`config.mk`:
```
export PLATFORM = sky130hd
export DESIGN_NAME = tcp_slow_send_pkt_q
export DESIGN_NICKNAME = d
export VERILOG_FILES = /design/src/rtl/tcp_pkg.sv /design/src/rtl/tcp_hdr_chksum_calc.sv /design/src/rtl/tcp_slow_send_pkt_q.sv
export SDC_FILE = /design/constraint.sdc
export NUM_CORES = 2
export LEC_CHECK = 0
export CAP_MARGIN = 20
export CELL_PAD_IN_SITES_DETAIL_PLACEMENT = 0
export CELL_PAD_IN_SITES_GLOBAL_PLACEMENT = 1
export CORE_MARGIN = 2
export CORE_UTILIZATION = 38
export DETAILED_ROUTE_END_ITERATION = 7
export GPL_TIMING_DRIVEN = 1
export MAX_ROUTING_LAYER = met4
export PLACE_DENSITY = 0.73
export SYNTH_ARGS = -nofsm -noshare
export SYNTH_HDL_FRONTEND = slang
export SYNTH_SLANG_ARGS = --single-unit
```
`constraint.sdc`:
```
create_clock -name clk -period 72.7 [get_ports clk]
set_clock_uncertainty 0.05 [all_clocks]
set_input_delay 14.54 -clock clk [delete_from_list [all_inputs] [get_ports clk]]
set_output_delay 14.54 -clock clk [all_outputs]
set_load 0.005 [all_outputs]
```
`src/rtl/tcp_pkg.sv`:
```
// Shared types and constants for the TCP slow-path transmit queue.
package tcp_pkg;

    localparam int         IP_ADDR_W     = 32;
    localparam int         TCP_HDR_W     = 160;
    localparam int         TCP_HDR_BYTES = 20;
    localparam logic [7:0] IP_PROTO_TCP  = 8'd6;

    // Pseudo-header (6 words) plus TCP header (10 words)
    localparam int         CHK_IDX_W     = 4;
    localparam logic [CHK_IDX_W-1:0] CHK_LAST_IDX = 4'd15;

    typedef struct packed {
        logic [15:0] src_port;
        logic [15:0] dst_port;
        logic [31:0] seq_num;
        logic [31:0] ack_num;
        logic [15:0] off_flags;
        logic [15:0] window;
        logic [15:0] chksum;
        logic [15:0] urg_ptr;
    } tcp_pkt_hdr;

    typedef struct packed {
        tcp_pkt_hdr           pkt;
        logic [IP_ADDR_W-1:0] src_ip;
        logic [IP_ADDR_W-1:0] dst_ip;
    } send_entry_t;

    typedef enum logic [1:0] {
        ST_IDLE  = 2'd0,
        ST_SUM   = 2'd1,
        ST_WRITE = 2'd2
    } chk_state_e;

    // One's-complement add: the carry out of bit 15 wraps back into bit 0
    function automatic logic [15:0] ones_add(input logic [15:0] a, input logic [15:0] b);
        logic [16:0] sum;
        sum = {1'b0, a} + {1'b0, b};
        return sum[15:0] + {15'd0, sum[16]};
    endfunction

endpackage

```
`src/rtl/tcp_hdr_chksum_calc.sv`:
```
// Captures one TCP header and computes its checksum over the IPv4
// pseudo-header and the 20-byte header, one 16-bit word per cycle.
//
//   state    | meaning
//   ---------+-----------------------------------------------------------
//   ST_IDLE  | ready for a new header
//   ST_SUM   | accumulating word idx_q (0..15) into acc_q
//   ST_WRITE | checksummed header presented downstream, waiting for rdy
module tcp_hdr_chksum_calc
    import tcp_pkg::*;
(
    input  logic                 clk,
    input  logic                 rst,
    input  logic                 in_val_i,
    input  tcp_pkt_hdr           in_pkt_i,
    input  logic [IP_ADDR_W-1:0] in_src_ip_i,
    input  logic [IP_ADDR_W-1:0] in_dst_ip_i,
    output logic                 in_rdy_o,
    output logic                 out_val_o,
    output tcp_pkt_hdr           out_pkt_o,
    output logic [IP_ADDR_W-1:0] out_src_ip_o,
    output logic [IP_ADDR_W-1:0] out_dst_ip_o,
    input  logic                 out_rdy_i
);

    chk_state_e           state_q, state_d;
    logic [15:0]          acc_q;
    logic [CHK_IDX_W-1:0] idx_q;
    tcp_pkt_hdr           hdr_q;
    tcp_pkt_hdr           hdr_cap;
    logic [IP_ADDR_W-1:0] src_q;
    logic [IP_ADDR_W-1:0] dst_q;
    logic [15:0]          word;
    logic                 accept;

    assign accept = in_val_i && (state_q == ST_IDLE);

    // State register
    always_ff @(posedge clk or negedge rst) begin
        if (!rst) state_q <= ST_IDLE;
        else      state_q <= state_d;
    end

    // Next-state logic
    always_comb begin
        state_d = state_q;
        case (state_q)
            ST_IDLE:  if (in_val_i)              state_d = ST_SUM;
            ST_SUM:   if (idx_q == CHK_LAST_IDX) state_d = ST_WRITE;
            ST_WRITE: if (out_rdy_i)             state_d = ST_IDLE;
            default:                             state_d = ST_IDLE;
        endcase
    end

    // Output logic: ready only when idle, result valid only in WRITE
    always_comb begin
        in_rdy_o         = (state_q == ST_IDLE);
        out_val_o        = (state_q == ST_WRITE);
        out_pkt_o        = hdr_q;
        out_pkt_o.chksum = ~acc_q;
        out_src_ip_o     = src_q;
        out_dst_ip_o     = dst_q;
    end

    // Incoming header with its checksum field cleared before summing
    always_comb begin
        hdr_cap        = in_pkt_i;
        hdr_cap.chksum = 16'h0000;
    end

    // Word select: pseudo-header first, then the header MSB-first
    always_comb begin
        word = 16'h0000;
        case (idx_q)
            4'd0:  word = src_q[31:16];
            4'd1:  word = src_q[15:0];
            4'd2:  word = dst_q[31:16];
            4'd3:  word = dst_q[15:0];
            4'd4:  word = {8'h00, IP_PROTO_TCP};
            4'd5:  word = 16'(TCP_HDR_BYTES);
            4'd6:  word = hdr_q.src_port;
            4'd7:  word = hdr_q.dst_port;
            4'd8:  word = hdr_q.seq_num[31:16];
            4'd9:  word = hdr_q.seq_num[15:0];
            4'd10: word = hdr_q.ack_num[31:16];
            4'd11: word = hdr_q.ack_num[15:0];
            4'd12: word = hdr_q.off_flags;
            4'd13: word = hdr_q.window;
            4'd14: word = hdr_q.chksum;
            4'd15: word = hdr_q.urg_ptr;
            default: word = 16'h0000;
        endcase
    end

    // Datapath: capture on accept, accumulate one word per SUM cycle
    always_ff @(posedge clk or negedge rst) begin
        if (!rst) begin
            acc_q <= 16'h0000;
            idx_q <= '0;
            hdr_q <= '0;
            src_q <= '0;
            dst_q <= '0;
        end else if (accept) begin
            acc_q <= 16'h0000;
            idx_q <= '0;
            hdr_q <= hdr_cap;
            src_q <= in_src_ip_i;
            dst_q <= in_dst_ip_i;
        end else if (state_q == ST_SUM) begin
            acc_q <= ones_add(acc_q, word);
            idx_q <= idx_q + 1'b1;
        end
    end

endmodule

```
`src/rtl/tcp_slow_send_pkt_q.sv`:
```
// Slow-path transmit queue: checksum insertion followed by a show-ahead
// FIFO of completed headers for the packet builder.
module tcp_slow_send_pkt_q
    import tcp_pkg::*;
#(
    parameter int DEPTH = 8,
    parameter int PTR_W = $clog2(DEPTH)
) (
    input  logic                 clk,
    input  logic                 rst,
    input  logic                 rx_send_pkt_enq_req_val,
    input  tcp_pkt_hdr           rx_send_pkt_enq_pkt,
    input  logic [IP_ADDR_W-1:0] rx_send_pkt_enq_src_ip,
    input  logic [IP_ADDR_W-1:0] rx_send_pkt_enq_dst_ip,
    output logic                 send_pkt_rx_enq_req_rdy,
    output logic                 send_pkt_deq_val,
    output tcp_pkt_hdr           send_pkt_deq_pkt,
    output logic [IP_ADDR_W-1:0] send_pkt_deq_src_ip,
    output logic [IP_ADDR_W-1:0] send_pkt_deq_dst_ip,
    input  logic                 send_pkt_deq_rdy,
    output logic [PTR_W:0]       send_pkt_q_occupancy
);

    logic                 chk_val;
    tcp_pkt_hdr           chk_pkt;
    logic [IP_ADDR_W-1:0] chk_src_ip;
    logic [IP_ADDR_W-1:0] chk_dst_ip;

    logic [PTR_W:0]       wr_ptr_q;
    logic [PTR_W:0]       rd_ptr_q;
    send_entry_t          mem_q [DEPTH];
    send_entry_t          head;
    logic                 full;
    logic                 empty;
    logic                 push;
    logic                 pop;

    tcp_hdr_chksum_calc u_chksum (
        .clk          (clk),
        .rst          (rst),
        .in_val_i     (rx_send_pkt_enq_req_val),
        .in_pkt_i     (rx_send_pkt_enq_pkt),
        .in_src_ip_i  (rx_send_pkt_enq_src_ip),
        .in_dst_ip_i  (rx_send_pkt_enq_dst_ip),
        .in_rdy_o     (send_pkt_rx_enq_req_rdy),
        .out_val_o    (chk_val),
        .out_pkt_o    (chk_pkt),
        .out_src_ip_o (chk_src_ip),
        .out_dst_ip_o (chk_dst_ip),
        .out_rdy_i    (!full)
    );

    // Full is taken from registered pointers, so a pop in the same cycle
    // cannot make room for the pending write.
    assign full  = (wr_ptr_q[PTR_W-1:0] == rd_ptr_q[PTR_W-1:0]) &&
                   (wr_ptr_q[PTR_W] != rd_ptr_q[PTR_W]);
    assign empty = (wr_ptr_q == rd_ptr_q);
    assign push  = chk_val && !full;
    assign pop   = !empty && send_pkt_deq_rdy;

    // Pointer update; reset empties the queue
    always_ff @(posedge clk or negedge rst) begin
        if (!rst) begin
            wr_ptr_q <= '0;
            rd_ptr_q <= '0;
        end else begin
            if (push) wr_ptr_q <= wr_ptr_q + 1'b1;
            if (pop)  rd_ptr_q <= rd_ptr_q + 1'b1;
        end
    end

    // Entry storage; contents are meaningless outside the occupied range
    always_ff @(posedge clk) begin
        if (push) mem_q[wr_ptr_q[PTR_W-1:0]] <= '{pkt: chk_pkt, src_ip: chk_src_ip, dst_ip: chk_dst_ip};
    end

    // Show-ahead head and status outputs
    always_comb begin
        head                 = mem_q[rd_ptr_q[PTR_W-1:0]];
        send_pkt_deq_val     = !empty;
        send_pkt_deq_pkt     = head.pkt;
        send_pkt_deq_src_ip  = head.src_ip;
        send_pkt_deq_dst_ip  = head.dst_ip;
        send_pkt_q_occupancy = wr_ptr_q - rd_ptr_q;
    end

endmodule

```
-- Yosys cells after proc, flatten, opt, wreduce, memory -nomap -nowiden
Memories as Yosys holds them, arrays and structs flattened.
Cells that the tools add are included.
- $lt $le $gt $ge: 0
- mux-type cells: 11
- reductions and logical operators: 10
- $mul: 0
- divide/modulo/power cells: 0
- bitwise logic cells: 1
- shift-type cells: 0
- eq/ne operators: 23
- add/subtract/negate cells: 6
- operators with widths (operator ; count):
    one-hot mux 16 bit (16 select lines) ; 1
    equality test 4 bit, second input constant ; 8
    2-to-1 mux 16 bit ; 2
    adder 16 x 16 -> 17 bit ; 1
    adder 16 x 1 -> 16 bit ; 1
    equality test 4 x 3 -> 1 bit, second input constant ; 4
    inverter 16 bit ; 1
    adder 4 x 1 -> 4 bit, second input constant ; 3
    equality test 4 x 2 -> 1 bit, second input constant ; 2
    2-to-1 mux 4 bit ; 2
    2-to-1 mux 2 bit ; 3
    one-hot mux 2 bit (3 select lines) ; 1
    equality test 4 x 1 -> 1 bit, second input constant ; 1
    equality test 4 bit ; 1
    logical AND 1 bit ; 4
    logical NOT 4 bit ; 1
    inequality test 2 bit, second input constant ; 2
    subtractor 4 bit ; 1
    equality test 3 bit ; 1
    AND reduction 3 bit ; 1
    equality test 2 x 1 -> 1 bit, second input constant ; 1
    equality test 2 bit, second input constant ; 1
    logical NOT 1 bit ; 2
    logical NOT 2 bit ; 1
    other kinds (4) ; 5
- bits in writable memories: 1792
- word-level logic and storage cells: 66
- bits in latches: 0
- ROM bits: 0
- flip-flop bits (word level): 238
- memories: 1
- memory list (name ; words ; bits a word ; read ports ; clocked after memory_dff ; write ports ; RTL line ; source):
    mem_q ; 8 ; 224 ; 1 ; 0 ; 1 ; tcp_slow_send_pkt_q.sv:31 ; send_entry_t mem_q [DEPTH];

-- Longest topological paths before layout
- depth in word-level cells: 6
- depth in mapped cells: 27

-- Modules after synthesis
From an unflattened synthesis, not the netlist that was laid out.
- cells, all modules: 4441
- area total of the unflattened synthesis: 79133.4 um^2
- by module, submodules not included (module ; area an instance (um^2) ; times used ; cells an instance):
    tcp_slow_send_pkt_q ; 67908.9 ; 1 ; 3117
    tcp_hdr_chksum_calc ; 11224.5 ; 1 ; 1324

-- Worst setup path before layout
No wires, ideal clock.
- path kind: reg2reg
- from: reg rd_ptr_q[1]
- to: mem mem_q[0][0] (netlist bit) (enable)
- required time: 71.295 ns
- stages on the path, launching flop included: 9
- path slack: 48.405 ns
- library setup time: 1.355 ns
- data arrival time: 22.890 ns
- path through: dfrtp_1 -> clkbuf_1 -> clkbuf_1 -> clkbuf_1 -> inv_1 -> ha_1 -> nand4_1 -> nand2b_1 -> nor4_1
- cells in the longest elaborated chain, start to end: 6
- RTL lines (element ; RTL line ; source):
    start: declaration ; tcp_slow_send_pkt_q.sv:30 ; logic [PTR_W:0] rd_ptr_q;
    start signal: assignment ; tcp_slow_send_pkt_q.sv:68 ; if (pop) rd_ptr_q <= rd_ptr_q + 1'b1;
    equality test 3 bit ; tcp_slow_send_pkt_q.sv:55 ; assign full = (wr_ptr_q[PTR_W-1:0] == rd_ptr_q[PTR_W-1:0]) &&
    logical AND 1 bit ; tcp_slow_send_pkt_q.sv:55 ;
    logical NOT 1 bit ; tcp_slow_send_pkt_q.sv:58 ; assign push = chk_val && !full;
    logical AND 1 bit ; tcp_slow_send_pkt_q.sv:58 ;
    2-to-1 mux 1 bit ; tcp_slow_send_pkt_q.sv:74 ; if (push) mem_q[wr_ptr_q[PTR_W-1:0]] <= '{pkt: chk_pkt, src_ip: chk_src_ip, dst_ip: chk_dst_ip};
    2-to-1 mux 1 bit (implied by the code) ; tcp_slow_send_pkt_q.sv:74 ;
    end: declaration ; tcp_slow_send_pkt_q.sv:31 ;
No other way between the ends.

==> results.sh <==
export IMPL_r2r_slack_ps=65970
export IMPL_critPathRequiredTime_ps=58110
export IMPL_ioPinCount=458
export IMPL_die_height_um=459
export IMPL_wirelength_um=224000
export IMPL_grt_ovfl_total=0
export IMPL_critPathKind="register to output port"
export IMPL_die_w_um=459
export IMPL_critPathLaunch="rd_ptr_q[0]"
export IMPL_drtIter0Drc=4852
export IMPL_synthArstFlopShare_pct=11.7
export IMPL_rsz0062_at_grt="false"
export IMPL_netlist_area_leader_share_pct=68.4
export IMPL_critPathSlowestCell="dfrtp_4"
export IMPL_clock_sinks=2030
export IMPL_ff2ff_path_depth=10
export IMPL_p_leak_nw=32.2
export IMPL_post_cts_resized=0
export IMPL_synthFlopType="edfxtp_1"
export IMPL_grt_total_usage_pct=21.7
export IMPL_wl_per_cell_um=28.7
export IMPL_critical_path_reg2reg_endpoint="mem_q[5][37]"
export IMPL_grt_pass1_vias=41300
export IMPL_place_ws_ps=51050
export IMPL_drv_cap=0
export IMPL_fp_row_count=166
export IMPL_cts_root_buf="clkbuf_16"
export IMPL_final_core_util_pct=45.3
export IMPL_path_max_fanout=46
export IMPL_crit_path_end="send_pkt_deq_pkt[17]"
export IMPL_drc=0
export IMPL_hold_path_class="register to register"
export IMPL_fin_cells=7798
export IMPL_hold_path_depth=1
export IMPL_dpl_hpwl_um=138000
export IMPL_crit_cells=9
export IMPL_cts_tree="done"
export IMPL_ant_nets=0
export IMPL_nets=5190
export IMPL_ctsHoldBuffers=0
export IMPL_synth_seq_cells=2030
export IMPL_ctsLongestPathBuffers=3
export IMPL_synth_fp_nets=4710
export IMPL_slew_viol_final=0
export IMPL_coreArea_mm2=0.205
export IMPL_via_per_inst=5.49
export IMPL_synthCells=4450
export IMPL_cts_buffers=198
export IMPL_ys_top_cells_by_count="edfxtp_1 (1792), nand2_1 (1339), mux4_2 (448), dfrtp_1 (238), clkbuf_1 (149)"
export IMPL_max_slew_margin_pct=15.2
export IMPL_critPathMostFrequentCell="buf_4"
export IMPL_placed_cell_area_mm2=0.0863
export IMPL_cts_htree_levels=4
export IMPL_synthDistinctLibCells=65
export IMPL_drive_above_1_share_pct=16.4
export IMPL_grt_pass1_wl_um=314000
export IMPL_hold_ws_ps=437
export IMPL_synth_largest_area_cell="edfxtp_1"
export IMPL_worst_slack_ps=50500
export IMPL_dieArea_mm2=0.211
export IMPL_total_power_mw=4.00
export IMPL_r2r_start="rd_ptr_q[2]"
export IMPL_setup_viol=0
export IMPL_num_vias=42800
export IMPL_status="finished, final reports clean"
export IMPL_crit_path_start_kind="register"
export IMPL_synth_area_leaders="edfxtp_1 (68%), mux4_2 (13%), dfrtp_1 (7.6%)"
export IMPL_period_needed_ps=22200
export IMPL_cp_top_family="buffers and inverters"
export IMPL_drtPass1Iterations=5
export IMPL_clock_latency_ps=850
export IMPL_start_util_pct=38.3
export IMPL_finalHoldViolations=0
export IMPL_synth_edff_count=1792
export IMPL_tightestPinTransition_ps=1270
export IMPL_syn_mean_instance_area_um2=17.7
export IMPL_timing_fmax_mhz=45.0
export IMPL_globalplace_congestion=0.899
export IMPL_antenna_found_initial=12
export IMPL_yosysMostFrequentCell="edfxtp_1"
export IMPL_postCtsSetupRepairBufs=0
export IMPL_power_density_mw_per_mm2=43.0
export IMPL_port_buffers=441
export IMPL_finalCritPeriodShare_pct=30.5
export IMPL_final_area_mm2=0.0930
export IMPL_areaGrowthSynthToFinish_pct=18.2
export IMPL_grt_max_degree=163
export IMPL_irDropWorstVdd_v=0.0000328
export IMPL_arrival_ps=7610
export IMPL_crit_buf_inv=6
export IMPL_fin_setup_tns_ps=0
export IMPL_critical_path_cell_chain="buf_4, buf_4, buf_4, buf_4, buf_4, mux4_2, nand2_1, nand2_1, clkdlybuf4s50_1"
export IMPL_ys_seq_area_share_pct=76.0
export IMPL_place_inst=7417
export IMPL_cts_clk_slew_worst_paths_ps=60
export IMPL_end_kind="output port"
export IMPL_yosysWarnings=0
export IMPL_max_stage_delay_ps=1020
export IMPL_syn_area_mm2=0.0786
[where the power goes]
group / internal, mW / switching (mW) / total [mW]
Combinational: 0.566 / 0.674 / 1.24
Sequential: 1.47 / 0.253 / 1.72
Clock: 0.591 / 0.447 / 1.04
[worst reg2reg max path: stages, from the launching register on]
cell and delay, ps:
dfrtp_4 720, clkinv_8 560, ha_1 640, nand4_1 360, nand2b_1 290, inv_1 190, nand2_1 230, nor2_4 720
buf_4 760, buf_12 660, buf_4 1100
[worst min-delay path by stage]
| stage | slack, ps | startpoint | end |
|---|---|---|---|
| 2_1_floorplan | 410 | wr_ptr_q[3] | wr_ptr_q[3] |
| 3_3_place_gp | 430 | wr_ptr_q[3] | wr_ptr_q[3] |
| 3_5_place_dp | 430 | wr_ptr_q[3] | wr_ptr_q[3] |
| 4_1_cts | 440 | wr_ptr_q[3] | wr_ptr_q[3] |
| 5_1_grt | 460 | wr_ptr_q[3] | wr_ptr_q[3] |
| 6_report | 440 | wr_ptr_q[3] | wr_ptr_q[3] |
[cell families after synthesis]
group | count (synthesis) | share of synthesized area (%)
and+or+nand+nor | 1458 | 7.28
buffers and inverters | 259 | 1.25
AOI/OAI and AO/OA | 187 | 1.71
adders and majority gates | 32 | 0.528
muxes | 449 | 12.8
xor gates and xnor gates | 35 | 0.390
DFF | 2030 | 76.0
[routing by layer]
layer / GRT usage [%] / wire [µm] / up-vias
met5: - / 0 / -
met2: 32.5 / 105000 / 1945
met3: 3.50 / 18000 / 310
met4: 7.99 / 8810 / 0
li1: - / - / 18000
met1: 30.0 / 92200 / 22600
[sequential cells by signal, indices dropped and copies added (netlist names)]
register               flops
u_chksum.state_q           2
u_chksum.acc_q            16
rd_ptr_q                   4
u_chksum.out_src_ip_o     32
u_chksum.out_pkt_o       144
wr_ptr_q                   4
u_chksum.idx_q             4
mem_q                   1792
u_chksum.out_dst_ip_o     32
[cells in the final DEF, fill, tap and decap left out, types with 19 or more instances in the layout]
| cell type | count |
|---|---|
| nand2_1 | 1338 |
| edfxtp_1 | 1792 |
| xnor2_1 | 20 |
| clkinv_1 | 30 |
| inv_1 | 27 |
| buf_4 | 61 |
| clkdlybuf4s50_1 | 440 |
| clkbuf_8 | 21 |
| nand3_1 | 22 |
| clkbuf_16 | 201 |
| nand4_1 | 19 |
| clkbuf_1 | 52 |
| dfrtp_1 | 235 |
| clkinv_2 | 29 |
| mux4_2 | 448 |
| o21ai_0 | 28 |
| ha_1 | 30 |
| a22oi_1 | 54 |
| a21oi_1 | 28 |
[cell type report]
| class | instances | area, µm² |
|---|---|---|
| antenna | 7 | 17.5 |
| clock buffer | 274 | 5510 |
| clock inverter | 99 | 1140 |
| fill | 17600 | 112000 |
| inverter | 28 | 118 |
| multi-input combinational | 2161 | 18000 |
| sequential | 2030 | 59800 |
| tap | 2688 | 3360 |
| timing repair buffer | 511 | 5060 |
No activity file was read; power rests on OpenSTA's default activity.
